--- src/rtl/mem_wb_multi_pkg.sv ---
// Shared types and capture-time sanitising for the multi-lane MEM->WB register.
package mem_wb_pkg;

    localparam int unsigned LANES_MAX      = 4;
    localparam int unsigned DATA_W_MAX     = 64;
    localparam int unsigned REG_ADDR_W_MAX = 8;

    typedef struct packed {
        logic                      valid;
        logic [REG_ADDR_W_MAX-1:0] wd;
        logic                      wreg;
        logic [DATA_W_MAX-1:0]     wdata;
        logic                      LLbit_we;
        logic                      LLbit_value;
        logic [DATA_W_MAX-1:0]     pc;
        logic [DATA_W_MAX-1:0]     instr;
    } mem_wb_lane_t;

    typedef mem_wb_lane_t [LANES_MAX-1:0] mem_wb_bundle_t;

    // Younger (higher-index) lane wins both register and LLbit write conflicts.
    function automatic mem_wb_bundle_t sanitise_bundle(input mem_wb_bundle_t b);
        mem_wb_bundle_t r;
        r = b;
        for (int unsigned i = 0; i < LANES_MAX; i++) begin
            r[i].wreg     = b[i].wreg & b[i].valid & (b[i].wd != '0);
            r[i].LLbit_we = b[i].LLbit_we & b[i].valid;
        end
        for (int unsigned i = 0; i < LANES_MAX; i++) begin
            for (int unsigned j = i + 1; j < LANES_MAX; j++) begin
                if (r[j].wreg && (r[j].wd == r[i].wd)) r[i].wreg = 1'b0;
                if (r[j].LLbit_we) r[i].LLbit_we = 1'b0;
            end
        end
        return r;
    endfunction

endpackage

--- src/rtl/mem_wb_multi_if.sv ---
// MEM->WB bundle bus; slave is the pipeline register, master the surrounding stages.
// Debug commit signals exist only with MEM_WB_DEBUG_COMMIT_EN defined.
interface mem_wb_multi_if #(
    parameter int unsigned LANES      = 2,
    parameter int unsigned DATA_W     = 32,
    parameter int unsigned REG_ADDR_W = 5,
    parameter int unsigned CNT_W      = 32
);
    logic                                mem_valid;
    logic                                mem_ready;
    logic [LANES-1:0]                    mem_lane_valid;
    logic [LANES-1:0][REG_ADDR_W-1:0]    mem_wd;
    logic [LANES-1:0]                    mem_wreg;
    logic [LANES-1:0][DATA_W-1:0]        mem_wdata;
    logic [LANES-1:0]                    mem_LLbit_we;
    logic [LANES-1:0]                    mem_LLbit_value;

    logic                                wb_valid;
    logic                                wb_ready;
    logic [LANES-1:0][REG_ADDR_W-1:0]    wb_wd;
    logic [LANES-1:0]                    wb_wreg;
    logic [LANES-1:0][DATA_W-1:0]        wb_wdata;
    logic [LANES-1:0]                    wb_LLbit_we;
    logic [LANES-1:0]                    wb_LLbit_value;

`ifdef MEM_WB_DEBUG_COMMIT_EN
    logic [LANES-1:0][DATA_W-1:0]        mem_inst_pc;
    logic [LANES-1:0][DATA_W-1:0]        mem_instr;
    logic [LANES-1:0]                    debug_commit_valid;
    logic [LANES-1:0][DATA_W-1:0]        debug_commit_pc;
    logic [LANES-1:0][DATA_W-1:0]        debug_commit_instr;
    logic [CNT_W-1:0]                    debug_commit_cnt;
`endif

    modport slave (
`ifdef MEM_WB_DEBUG_COMMIT_EN
        input  mem_inst_pc, mem_instr,
        output debug_commit_valid, debug_commit_pc, debug_commit_instr, debug_commit_cnt,
`endif
        input  mem_valid, mem_lane_valid, mem_wd, mem_wreg, mem_wdata,
               mem_LLbit_we, mem_LLbit_value, wb_ready,
        output mem_ready, wb_valid, wb_wd, wb_wreg, wb_wdata, wb_LLbit_we, wb_LLbit_value
    );

    modport master (
`ifdef MEM_WB_DEBUG_COMMIT_EN
        output mem_inst_pc, mem_instr,
        input  debug_commit_valid, debug_commit_pc, debug_commit_instr, debug_commit_cnt,
`endif
        output mem_valid, mem_lane_valid, mem_wd, mem_wreg, mem_wdata,
               mem_LLbit_we, mem_LLbit_value, wb_ready,
        input  mem_ready, wb_valid, wb_wd, wb_wreg, wb_wdata, wb_LLbit_we, wb_LLbit_value
    );

endinterface

--- src/rtl/mem_wb_multi_skid.sv ---
// Generic two-entry valid/ready skid buffer (output entry O + skid entry S) with
// synchronous flush; in_ready_o is a pure flop output.
module pipe_skid_buf #(
    parameter int unsigned W = 8
) (
    input  logic         clk,
    input  logic         rst_n,
    input  logic         flush_i,
    input  logic         in_valid_i,
    output logic         in_ready_o,
    input  logic [W-1:0] in_data_i,
    output logic         out_valid_o,
    input  logic         out_ready_i,
    output logic [W-1:0] out_data_o
);
    logic         o_valid_q, o_valid_d;
    logic         s_valid_q, s_valid_d;
    logic [W-1:0] o_data_q,  o_data_d;
    logic [W-1:0] s_data_q,  s_data_d;
    logic         accept, o_load;

    assign in_ready_o  = !s_valid_q;
    assign out_valid_o = o_valid_q;
    assign out_data_o  = o_data_q;
    assign accept      = in_valid_i && !s_valid_q;
    assign o_load      = !o_valid_q || out_ready_i;

    always_comb begin
        o_valid_d = o_valid_q;
        s_valid_d = s_valid_q;
        o_data_d  = o_data_q;
        s_data_d  = s_data_q;
        if (flush_i) begin
            o_valid_d = 1'b0;
            s_valid_d = 1'b0;
        end else begin
            // S always drains into O before new input, keeping strict FIFO order.
            if (o_load) begin
                if (s_valid_q) begin
                    o_valid_d = 1'b1;
                    o_data_d  = s_data_q;
                    s_valid_d = 1'b0;
                end else if (accept) begin
                    o_valid_d = 1'b1;
                    o_data_d  = in_data_i;
                end else begin
                    o_valid_d = 1'b0;
                end
            end
            if (accept && !o_load) begin
                s_valid_d = 1'b1;
                s_data_d  = in_data_i;
            end
        end
    end

    always_ff @(posedge clk or negedge rst_n) begin
        if (!rst_n) begin
            o_valid_q <= 1'b0;
            s_valid_q <= 1'b0;
            o_data_q  <= '0;
            s_data_q  <= '0;
        end else begin
            o_valid_q <= o_valid_d;
            s_valid_q <= s_valid_d;
            o_data_q  <= o_data_d;
            s_data_q  <= s_data_d;
        end
    end

endmodule

--- src/rtl/mem_wb_multi.sv ---
// Multi-lane MEM->WB pipeline register: sanitises each bundle on capture and buffers
// it in a skid buffer. MEM_WB_DEBUG_COMMIT_EN adds the difftest commit ports and counter.
module mem_wb_multi
    import mem_wb_pkg::*;
#(
    parameter int unsigned LANES      = 2,
    parameter int unsigned DATA_W     = 32,
    parameter int unsigned REG_ADDR_W = 5,
    parameter int unsigned CNT_W      = 32
) (
    input  logic           clk,
    input  logic           rst,
    input  logic           flush,
    mem_wb_multi_if.slave  bus
);
    typedef struct packed {
`ifdef MEM_WB_DEBUG_COMMIT_EN
        logic                  valid;
        logic [DATA_W-1:0]     pc;
        logic [DATA_W-1:0]     instr;
`endif
        logic [REG_ADDR_W-1:0] wd;
        logic                  wreg;
        logic [DATA_W-1:0]     wdata;
        logic                  ll_we;
        logic                  ll_value;
    } lane_t;

    typedef lane_t [LANES-1:0] payload_t;
    localparam int unsigned PW = $bits(payload_t);

    mem_wb_bundle_t raw, san;
    payload_t       in_pl, out_pl;
    logic           out_valid;
    logic           unused_san;

    // Widen into the package's max-width bundle so one sanitiser serves all configs.
    always_comb begin
        raw = '0;
        for (int unsigned i = 0; i < LANES; i++) begin
            raw[i].valid                 = bus.mem_lane_valid[i];
            raw[i].wd[REG_ADDR_W-1:0]    = bus.mem_wd[i];
            raw[i].wreg                  = bus.mem_wreg[i];
            raw[i].wdata[DATA_W-1:0]     = bus.mem_wdata[i];
            raw[i].LLbit_we              = bus.mem_LLbit_we[i];
            raw[i].LLbit_value           = bus.mem_LLbit_value[i];
`ifdef MEM_WB_DEBUG_COMMIT_EN
            raw[i].pc[DATA_W-1:0]        = bus.mem_inst_pc[i];
            raw[i].instr[DATA_W-1:0]     = bus.mem_instr[i];
`endif
        end
    end

    assign san        = sanitise_bundle(raw);
    assign unused_san = ^san;

    always_comb begin
        in_pl = '0;
        for (int unsigned i = 0; i < LANES; i++) begin
            in_pl[i].wd       = san[i].wd[REG_ADDR_W-1:0];
            in_pl[i].wreg     = san[i].wreg;
            in_pl[i].wdata    = san[i].wdata[DATA_W-1:0];
            in_pl[i].ll_we    = san[i].LLbit_we;
            in_pl[i].ll_value = san[i].LLbit_value;
`ifdef MEM_WB_DEBUG_COMMIT_EN
            in_pl[i].valid    = san[i].valid;
            in_pl[i].pc       = san[i].pc[DATA_W-1:0];
            in_pl[i].instr    = san[i].instr[DATA_W-1:0];
`endif
        end
    end

    pipe_skid_buf #(
        .W (PW)
    ) u_skid (
        .clk         (clk),
        .rst_n       (rst),
        .flush_i     (flush),
        .in_valid_i  (bus.mem_valid),
        .in_ready_o  (bus.mem_ready),
        .in_data_i   (in_pl),
        .out_valid_o (out_valid),
        .out_ready_i (bus.wb_ready),
        .out_data_o  (out_pl)
    );

    assign bus.wb_valid = out_valid;

    always_comb begin
        bus.wb_wd          = '0;
        bus.wb_wreg        = '0;
        bus.wb_wdata       = '0;
        bus.wb_LLbit_we    = '0;
        bus.wb_LLbit_value = '0;
        for (int unsigned i = 0; i < LANES; i++) begin
            bus.wb_wd[i]          = out_pl[i].wd;
            bus.wb_wreg[i]        = out_pl[i].wreg & out_valid;
            bus.wb_wdata[i]       = out_pl[i].wdata;
            bus.wb_LLbit_we[i]    = out_pl[i].ll_we & out_valid;
            bus.wb_LLbit_value[i] = out_pl[i].ll_value;
        end
    end

`ifdef MEM_WB_DEBUG_COMMIT_EN
    logic             drain;
    logic [CNT_W-1:0] cnt_q, cnt_d, retired;

    assign drain = out_valid && bus.wb_ready;

    always_comb begin
        bus.debug_commit_valid = '0;
        bus.debug_commit_pc    = '0;
        bus.debug_commit_instr = '0;
        retired                = '0;
        for (int unsigned i = 0; i < LANES; i++) begin
            bus.debug_commit_valid[i] = out_pl[i].valid & out_valid;
            bus.debug_commit_pc[i]    = out_pl[i].pc;
            bus.debug_commit_instr[i] = out_pl[i].instr;
            retired                   = retired + CNT_W'(out_pl[i].valid);
        end
        cnt_d = drain ? cnt_q + retired : cnt_q;
    end

    always_ff @(posedge clk or negedge rst) begin
        if (!rst) cnt_q <= '0;
        else      cnt_q <= cnt_d;
    end

    assign bus.debug_commit_cnt = cnt_q;
`endif

endmodule

--- src/flat_wrapper.sv ---
// flat-port wrapper written by rule: the top's interface ports become plain ports
module mem_wb_multi_flat import mem_wb_pkg::*;
#(
    parameter int unsigned LANES      = 2,
    parameter int unsigned DATA_W     = 32,
    parameter int unsigned REG_ADDR_W = 5,
    parameter int unsigned CNT_W      = 32
)
  (clk, rst, flush, bus_mem_valid, bus_mem_lane_valid, bus_mem_wd, bus_mem_wreg, bus_mem_wdata, bus_mem_LLbit_we, bus_mem_LLbit_value, bus_wb_ready, bus_mem_ready, bus_wb_valid, bus_wb_wd, bus_wb_wreg, bus_wb_wdata, bus_wb_LLbit_we, bus_wb_LLbit_value);
  mem_wb_multi_if #(.LANES(LANES), .DATA_W(DATA_W), .REG_ADDR_W(REG_ADDR_W), .CNT_W(CNT_W)) bus_i ();
  input  logic clk;
  input  logic rst;
  input  logic flush;
  input wire logic [$bits(bus_i.mem_valid)-1:0] bus_mem_valid;
  input wire logic [$bits(bus_i.mem_lane_valid)-1:0] bus_mem_lane_valid;
  input wire logic [$bits(bus_i.mem_wd)-1:0] bus_mem_wd;
  input wire logic [$bits(bus_i.mem_wreg)-1:0] bus_mem_wreg;
  input wire logic [$bits(bus_i.mem_wdata)-1:0] bus_mem_wdata;
  input wire logic [$bits(bus_i.mem_LLbit_we)-1:0] bus_mem_LLbit_we;
  input wire logic [$bits(bus_i.mem_LLbit_value)-1:0] bus_mem_LLbit_value;
  input wire logic [$bits(bus_i.wb_ready)-1:0] bus_wb_ready;
  output wire logic [$bits(bus_i.mem_ready)-1:0] bus_mem_ready;
  output wire logic [$bits(bus_i.wb_valid)-1:0] bus_wb_valid;
  output wire logic [$bits(bus_i.wb_wd)-1:0] bus_wb_wd;
  output wire logic [$bits(bus_i.wb_wreg)-1:0] bus_wb_wreg;
  output wire logic [$bits(bus_i.wb_wdata)-1:0] bus_wb_wdata;
  output wire logic [$bits(bus_i.wb_LLbit_we)-1:0] bus_wb_LLbit_we;
  output wire logic [$bits(bus_i.wb_LLbit_value)-1:0] bus_wb_LLbit_value;
  assign bus_i.mem_valid = bus_mem_valid;
  assign bus_i.mem_lane_valid = bus_mem_lane_valid;
  assign bus_i.mem_wd = bus_mem_wd;
  assign bus_i.mem_wreg = bus_mem_wreg;
  assign bus_i.mem_wdata = bus_mem_wdata;
  assign bus_i.mem_LLbit_we = bus_mem_LLbit_we;
  assign bus_i.mem_LLbit_value = bus_mem_LLbit_value;
  assign bus_i.wb_ready = bus_wb_ready;
  assign bus_mem_ready = bus_i.mem_ready;
  assign bus_wb_valid = bus_i.wb_valid;
  assign bus_wb_wd = bus_i.wb_wd;
  assign bus_wb_wreg = bus_i.wb_wreg;
  assign bus_wb_wdata = bus_i.wb_wdata;
  assign bus_wb_LLbit_we = bus_i.wb_LLbit_we;
  assign bus_wb_LLbit_value = bus_i.wb_LLbit_value;
  mem_wb_multi #(.LANES(LANES), .DATA_W(DATA_W), .REG_ADDR_W(REG_ADDR_W), .CNT_W(CNT_W)) u_core (.clk(clk), .rst(rst), .flush(flush), .bus(bus_i));
endmodule
--- config.mk ---
export PLATFORM = sky130hd
export DESIGN_NAME = mem_wb_multi_flat
export DESIGN_NICKNAME = d
export VERILOG_FILES = /design/src/rtl/mem_wb_multi_pkg.sv /design/src/rtl/mem_wb_multi_if.sv /design/src/rtl/mem_wb_multi_skid.sv /design/src/rtl/mem_wb_multi.sv /design/src/flat_wrapper.sv
export SDC_FILE = /design/constraint.sdc
export NUM_CORES = 1
export LEC_CHECK = 0
export ABC_AREA = 1
export CELL_PAD_IN_SITES_DETAIL_PLACEMENT = 0
export CELL_PAD_IN_SITES_GLOBAL_PLACEMENT = 1
export CORE_UTILIZATION = 40
export DETAILED_ROUTE_END_ITERATION = 12
export GPL_TIMING_DRIVEN = 0
export PLACE_DENSITY_LB_ADDON = 0.1
export SLEW_MARGIN = 20
export SYNTH_ARGS = -nofsm -noshare
export SYNTH_HDL_FRONTEND = slang
export SYNTH_SLANG_ARGS = --single-unit
--- constraint.sdc ---
create_clock -name clk -period 3.3 [get_ports clk]
set_clock_uncertainty 0.05 [all_clocks]
set_input_delay 0.66 -clock clk [delete_from_list [all_inputs] [get_ports clk]]
set_output_delay 0.66 -clock clk [all_outputs]
set_load 0.1 [all_outputs]
* Word level (Yosys, flattened, before mapping) *
Index checks and enable logic that the tools add are counted.

word-level totals
  bits in registers = 162
  latch bits = 0
  bits in writable memories = 0
  bits in read-only memories = 0
  input bits = 87
  output and inout bits = 82
  word-level logic and storage cells = 41
  memories = 0

cells by class
  $add $sub $neg = 0
  $mul = 0
  divide/modulo/power cells = 0
  magnitude comparators = 0
  equal/unequal tests = 1
  shift-type cells = 0
  muxes and demuxes = 11
  bitwise gates (word level) = 11
  reduce and logical (&&, ||, !) cells = 14

operators with widths
  kind                 number
  80-bit 2-to-1 mux    2
  8-bit nonzero test   2
  1-bit bitwise AND    10
  1-bit 2-to-1 mux     9
  5-bit equality test  1
  2-bit nonzero test   2
  1-bit logical AND    3
  1-bit zero test      3
  3-bit AND reduction  1
  3-bit nonzero test   1
  2-bit AND reduction  1
  1-bit logical OR     1
  1-bit NOT            1

* Logic depth before layout (Yosys ltp) *
Gate-level depths: netlist of run 1.

  depth after elaboration = 6
  gate-level depth with buffers = 10
  depth with buffers taken out = 10

* Hierarchy *
A second synthesis of run 1 with hierarchy kept.

second synthesis, totals
  cells, all modules = 1009
  area total of the unflattened synthesis = 7512.2 µm²

by module, submodules not included
  module         times used  cells each  area an instance (µm²)  seq. area each (µm²)
  pipe_skid_buf  1           964         7324.5                  4053.9
  mem_wb_multi   1           45          187.7                   0.0

* Least setup slack after synthesis of run 1 *
OpenSTA, ideal clock, no wires.

  path type = flip-flop to output port
  from = reg u_core.u_skid.s_valid_q
  to = out bus_mem_ready
  data arrival time = 1.747 ns
  required time = 2.590 ns
  setup slack = 0.843 ns
  stages on the path, launching flop included = 4
  path buffers = 2
  cells stage by stage = dfrtp_1 > inv_1 > buf_2 > clkbuf_1

between the ends
  longest elaborated chain between the ends = 1

ends and longest elaborated chain
  what                    RTL line                 RTL
  start, declared         mem_wb_multi_skid.sv:17  logic s_valid_q, s_valid_d;
  start signal, assigned  mem_wb_multi_skid.sv:65  s_valid_q <= s_valid_d;
  1-bit zero test         mem_wb_multi_skid.sv:22  assign in_ready_o = !s_valid_q;
  end, declared           flat_wrapper.sv:22       output wire logic [$bits(bus_i.mem_ready)-1:0] bus_mem_ready;

No other way between the ends.

* Worst setup path after layout of run 1 *
Same ends and word-level chain as after synthesis.

==> results of run 1 <==
## critical path: stages (launching register included)
cell	delay, ns
dfrtp_1	0.41
inv_1	0.21
buf_2	0.30
clkbuf_1	0.42
clkdlybuf4s15_2	0.63
## report_power, final
group          internal (W)  switching [W]
clock               0.00120       0.000803
combinational      0.000789        0.00175
sequential          0.00239       0.000205
## layout make-up
class                   instances  area (sq um)
well taps                     234         292.8
flip-flops and latches        162          4054
multi-input cells             515          2365
clock buffers                  21         480.5
clock inverters                11         126.4
repair buffers                169          1715
plain buffers                 127         854.6
fillers                      1797          8421
inverters                      89         334.1
## Yosys cell counts
cell      number
buf_2          8
buf_4         76
clkbuf_1      29
nor2_4         1
or2_4          1
nor2_2         1
nor2_1         8
o21ai_2       21
nor3_1         1
nand2_1      253
a21oi_1        2
o21ai_0      157
inv_2          1
nand2_4        1
buf_1          3
xnor2_1        1
o21ai_1       59
o21a_1         1
xor2_1         3
inv_1         88
nand3_1        5
buf_6         11
dfrtp_1      162
## logic make-up (layout without fill, tap and decap cells)
group / count (synthesis) / after routing / share of synthesized area
compound gates: 240 / 240 / 0.1686
xor+xnor: 4 / 4 / 0.004606
buf+inv: 216 / 417 / 0.1562
flops: 162 / 162 / 0.5329
simple gates: 271 / 271 / 0.1377
## registers in the layout (all words and copies together), names as in the netlist
register	flops
u_core.u_skid.s_data_q	80
u_core.u_skid.out_valid_o	1
u_core.u_skid.out_data_o	80
u_core.u_skid.s_valid_q	1
## layout by cell type (no fill, tap or decap), types with 2 or more instances in the layout
master,synthesis,final
bufinv_16,0,2
clkbuf_8,0,4
inv_1,88,88
buf_1,3,3
nor2_1,8,8
inv_6,0,2
a21oi_1,2,2
buf_2,8,8
dfrtp_1,162,162
xor2_1,3,3
clkinvlp_4,0,4
o21ai_1,59,59
clkinv_2,0,2
buf_4,76,76
o21ai_0,157,157
o21ai_2,21,21
nand3_1,5,5
buf_6,11,11
clkbuf_1,29,29
nand2_1,253,253
clkdlybuf4s50_1,0,166
clkbuf_16,0,17
## layer usage
metal / track usage / share of wire
met5: 0 / 0
met4: 0.06131 / 0.0093
met3: 0.03932 / 0.042
met2: 0.3200 / 0.48
met1: 0.2672 / 0.47
## worst paths after layout
check,slack (ns),startpoint,depth (start not counted),endpoint
worst max-delay path,0.19,u_core.u_skid.s_valid_q,4,bus_mem_ready
worst min-delay path,0.15,rst,1,u_core.u_skid.out_data_o[9]
worst max register to register,1.33,u_core.u_skid.s_valid_q,7,u_core.u_skid.out_data_o[4]
min in group clk,0.42,u_core.u_skid.s_data_q[68],2,u_core.u_skid.s_data_q[68]
worst min register to register,0.42,u_core.u_skid.s_data_q[68],2,u_core.u_skid.s_data_q[68]
max in group asynchronous,2.19,rst,2,u_core.u_skid.out_data_o[38]
## stage by stage
stage | std cells | setup WS, ns | total power [W] | cell area [sq um] | setup TNS, ns
6_report | 1328 | 0.1925 | 0.007130 | 10220 | 0
2_1_floorplan | 893 | 0.8427 | 0.004544 | 7607 | 0
3_5_place_dp | 1296 | 0.02298 | 0.005178 | 9614 | 0
5_1_grt | 1328 | 0.07967 | 0.007458 | 10220 | 0
4_1_cts | 1328 | 0.1593 | 0.007197 | 10220 | 0
3_3_place_gp | 1295 | -5.398 | 0.005148 | 9582 | -871.39
==> impl_metrics.env, run 1 <==
export IMPL_status="complete, but fails checks"
export IMPL_violations="DRC"
export IMPL_cts_root_buf="clkbuf_16"
export IMPL_cp_arrival_ns=2.40
export IMPL_hold_viol=0
export IMPL_timing_hold_ws_ns=0.1513
export IMPL_synth_area_sq_um=7607
export IMPL_tightest_slew_ns=1.030
export IMPL_dr_total_vias=6146
export IMPL_gp_congestion=0.7447
export IMPL_wl_per_cell_um=13.89
export IMPL_fmax_ghz=0.3218
export IMPL_finalSetupViolations=0
export IMPL_synth_top_area_frac=0.5329
export IMPL_grtUsageTotal=0.1975
export IMPL_ys_seq_elements=162
export IMPL_synth_area_top_cells="dfrtp_1 (53%), nand2_1 (12%), o21ai_0 (10%), buf_4 (7.5%), inv_1 (4.3%)"
export IMPL_rows=50
export IMPL_final_util=0.5483
export IMPL_clk_pin_slew_ns=0.06
export IMPL_grt_max_degree=94
export IMPL_critPathMaxFanout=10
export IMPL_ys_types=23
export IMPL_dr_pass1_iters=8
export IMPL_vias_per_cell=4.628
export IMPL_fp_dieH_um=139.9
export IMPL_yosys_area_top_type="dfrtp_1"
export IMPL_hpwlAfterDp_um=13080
export IMPL_h_tree_depth=4
export IMPL_drc=1
export IMPL_clkSinkCount=162
export IMPL_synth_warnings=0
export IMPL_min_period_over_period=0.9417
export IMPL_slew_limit_headroom=0.3113
export IMPL_leakagePower_nw=5.114
export IMPL_antenna_found_initial=0
export IMPL_grt_pass1_vias=5904
export IMPL_clockBufferDepth=2
export IMPL_pin_count=169
export IMPL_maxCapViolCount=0
export IMPL_drtAntennaViolNets=0
export IMPL_insertion_delay_ns=0.42
export IMPL_initial_utilization=0.4081
export IMPL_ys_seq_area_frac=0.5329
export IMPL_postCtsSetupRepairBufs=0
export IMPL_vdd_ir_drop_max_mv=0.3823
export IMPL_n_antenna_cell=0
export IMPL_post_route_min_period_ns=3.107
export IMPL_worst_setup_path_end_kind="output pin"
export IMPL_cts_hold_buf=0
export IMPL_required_ns=2.59
export IMPL_p_per_area_nw_per_um2=697.5
export IMPL_cts_buffers=17
export IMPL_drtIter0Drc=326
export IMPL_rsz0062_at_grt="no"
export IMPL_synthToLayoutAreaGrowth_pct=34.37
export IMPL_cts_tree="yes"
export IMPL_drive_gt1_frac=0.1426
export IMPL_worst_hold_path_type="in2async"
export IMPL_nets=1168
export IMPL_worst_setup_path_start_kind="flip-flop"
export IMPL_routed_wl_um=18450
export IMPL_die_area_sq_um=19570
export IMPL_synth_cells=893
export IMPL_worstSetupPathType="reg2out"
export IMPL_grt_pass1_wl_um=30360
export IMPL_cts_resized=3
export IMPL_core_sq_um=18640
export IMPL_die_w_um=139.9
export IMPL_grt_remaining_overflow=0
export IMPL_slew_viol_final=0
export IMPL_syn_avg_cell_area_sq_um=8.519
export IMPL_synth_nets=980
export IMPL_portBuffers=168
(Power assumes the default switching activity.)
==> run 2, diff against run 1 <==
- SETUP_SLACK_MARGIN: default -> 0.5
==> run 2 against run 1 <==
Net effect: core utilization is the same; non-clock buffer count is the same; largest cell class unchanged; the flow now finishes without violations; combinational power barely moved; clock power hardly changed; sequential share of layout area unchanged; design area did not move.
==> impl_metrics.env, run 2 (synthesis results as in run 1) <==
export IMPL_pin_count=169
export IMPL_finalSetupViolations=0
export IMPL_h_tree_depth=4
export IMPL_leakagePower_nw=5.169
export IMPL_cp_arrival_ns=2.03
export IMPL_worst_hold_path_type="in2async"
export IMPL_worstSetupPathType="reg2out"
export IMPL_cts_buffers=17
export IMPL_r2r_slack_ns=1.33
export IMPL_die_w_um=139.9
export IMPL_r2r_start="u_core.u_skid.s_valid_q"
export IMPL_drtIter0Drc=302
export IMPL_fmax_ghz=0.3644
export IMPL_dp_cells=1296
export IMPL_fillers=1798
export IMPL_min_period_over_period=0.8316
export IMPL_synthToLayoutAreaGrowth_pct=34.37
export IMPL_drc=0
export IMPL_vias_per_cell=4.653
export IMPL_hold_viol=0
export IMPL_initial_utilization=0.4081
export IMPL_drtAntennaViolNets=0
export IMPL_tightest_slew_ns=1.030
export IMPL_hpwlAfterDp_um=13080
export IMPL_core_sq_um=18640
export IMPL_dr_pass1_iters=4
export IMPL_die_area_sq_um=19570
export IMPL_grtUsageTotal=0.1975
export IMPL_worst_slack_ns=0.5558
export IMPL_cts_tree="yes"
export IMPL_post_dp_cell_area_sq_um=9614
export IMPL_finalNonFillerCells=1328
export IMPL_critPathMaxFanout=2
export IMPL_grt_pass1_vias=5899
export IMPL_gp_congestion=0.7447
export IMPL_clockBufferDepth=2
export IMPL_n_antenna_cell=0
export IMPL_antenna_found_initial=0
export IMPL_cts_hold_buf=0
export IMPL_fp_dieH_um=139.9
export IMPL_clk_pin_slew_ns=0.06
export IMPL_slew_limit_headroom=0.3113
export IMPL_routed_wl_um=18480
export IMPL_nets=1168
export IMPL_routed_wl_met3_um=728
export IMPL_portBuffers=168
export IMPL_required_ns=2.59
export IMPL_routed_wl_met2_um=8888
export IMPL_maxCapViolCount=0
export IMPL_worst_setup_path_end_kind="output pin"
export IMPL_r2r_cells=7
export IMPL_grt_max_degree=94
export IMPL_vdd_ir_drop_max_mv=0.3822
export IMPL_insertion_delay_ns=0.43
export IMPL_final_util=0.5483
export IMPL_rsz0062_at_grt="no"
export IMPL_timing_hold_ws_ns=0.1520
export IMPL_wl_per_cell_um=13.91
export IMPL_clkSinkCount=162
export IMPL_p_per_area_nw_per_um2=697.5
export IMPL_status="finished clean"
export IMPL_final_cell_mix="nand2_1 (253), dfrtp_1 (162), clkdlybuf4s50_1 (159)"
export IMPL_postCtsSetupRepairBufs=0
export IMPL_post_route_min_period_ns=2.744
export IMPL_r2r_end="u_core.u_skid.out_data_o[4]"
export IMPL_dr_max_layer_used="met4"
export IMPL_rows=50
export IMPL_drive_gt1_frac=0.1435
export IMPL_stdcell_area_sq_um=10220
export IMPL_grt_remaining_overflow=0
export IMPL_worst_setup_path_start_kind="flip-flop"
export IMPL_grt_pass1_wl_um=30350
export IMPL_dr_total_vias=6179
export IMPL_cts_root_buf="clkbuf_16"
export IMPL_slew_viol_final=0
export IMPL_dp_slack_ns=0.02298
export IMPL_mostFrequentLayoutCell="nand2_1"
export IMPL_wl_met1_um=8678
==> run 2: changes by cell type in the layout (fill, tap and decap cells not counted) <==
cell             change
clkbuf_1             -1
clkdlybuf4s15_2      -1
buf_4                +1
dlygate4sd2_1        +4
clkdlybuf4s50_1      -7
clkbuf_2             +1
dlymetal6s2s_1       +3
==> run 2: worst max-delay path, cell delays in order, from the launching register on <==
cell and delay [ns]:
dfrtp_1 0.34, buf_4 0.10, clkdlybuf4s50_1 1.16
==> run 2: layer usage <==
layer | global-route usage | vias up
met5 | 0 | -
met1 | 0.2670 | 2893
met4 | 0.06131 | 0
met3 | 0.03932 | 16
li1 | - | 3132
met2 | 0.3200 | 138
==> run 2: area by class of cell <==
type,count,area [sq um],share of cell area
Timing Repair Buffer,169,1714,0.1677
Clock inverter,11,126.4,0.01236
Sequential cell,162,4054,0.3966
Tap cell,234,292.8,0.02864
Buffer,127,855.8,0.08372
Multi-Input combinational cell,515,2365,0.2313
Inverter,89,334.1,0.03268
Clock buffer,21,480.5,0.04700
==> run 2: worst max path at each step <==
| stage | from | endpoint | slack, ns | depth (start not counted) |
|---|---|---|---|---|
| 2_1_floorplan | u_core.u_skid.s_valid_q | bus_mem_ready | 0.84 | 3 |
| 3_5_place_dp | u_core.u_skid.s_valid_q | bus_mem_ready | 0.02 | 4 |
| 6_report | u_core.u_skid.out_data_o[77] | bus_wb_wd[7] | 0.56 | 2 |
| 4_1_cts | u_core.u_skid.s_valid_q | bus_mem_ready | 0.40 | 4 |
| 5_1_grt | u_core.u_skid.out_data_o[54] | bus_wb_wdata[44] | 0.50 | 2 |
| 3_3_place_gp | rst | u_core.u_skid.s_data_q[43] | -5.40 | 1 |
==> run 2: stage by stage <==
stage               power (W)  TNS (ns)
floorplan            0.004544         0
global placement     0.005148   -871.39
detailed placement   0.005178         0
CTS                  0.007194         0
global route         0.007454         0
finish               0.007130         0
==> run 2: repair_timing <==
action                     CTS  global route
gates resized for setup     10             5
pin swaps                    0             0
setup endpoints to repair    5             4
==> run 2: report_power, final <==
group | leakage (nW) | switching (W) | internal (W)
Clock | 0.288 | 0.000806 | 0.00120
Sequential | 2.03 | 0.000206 | 0.00239
Combinational | 2.85 | 0.00175 | 0.000786
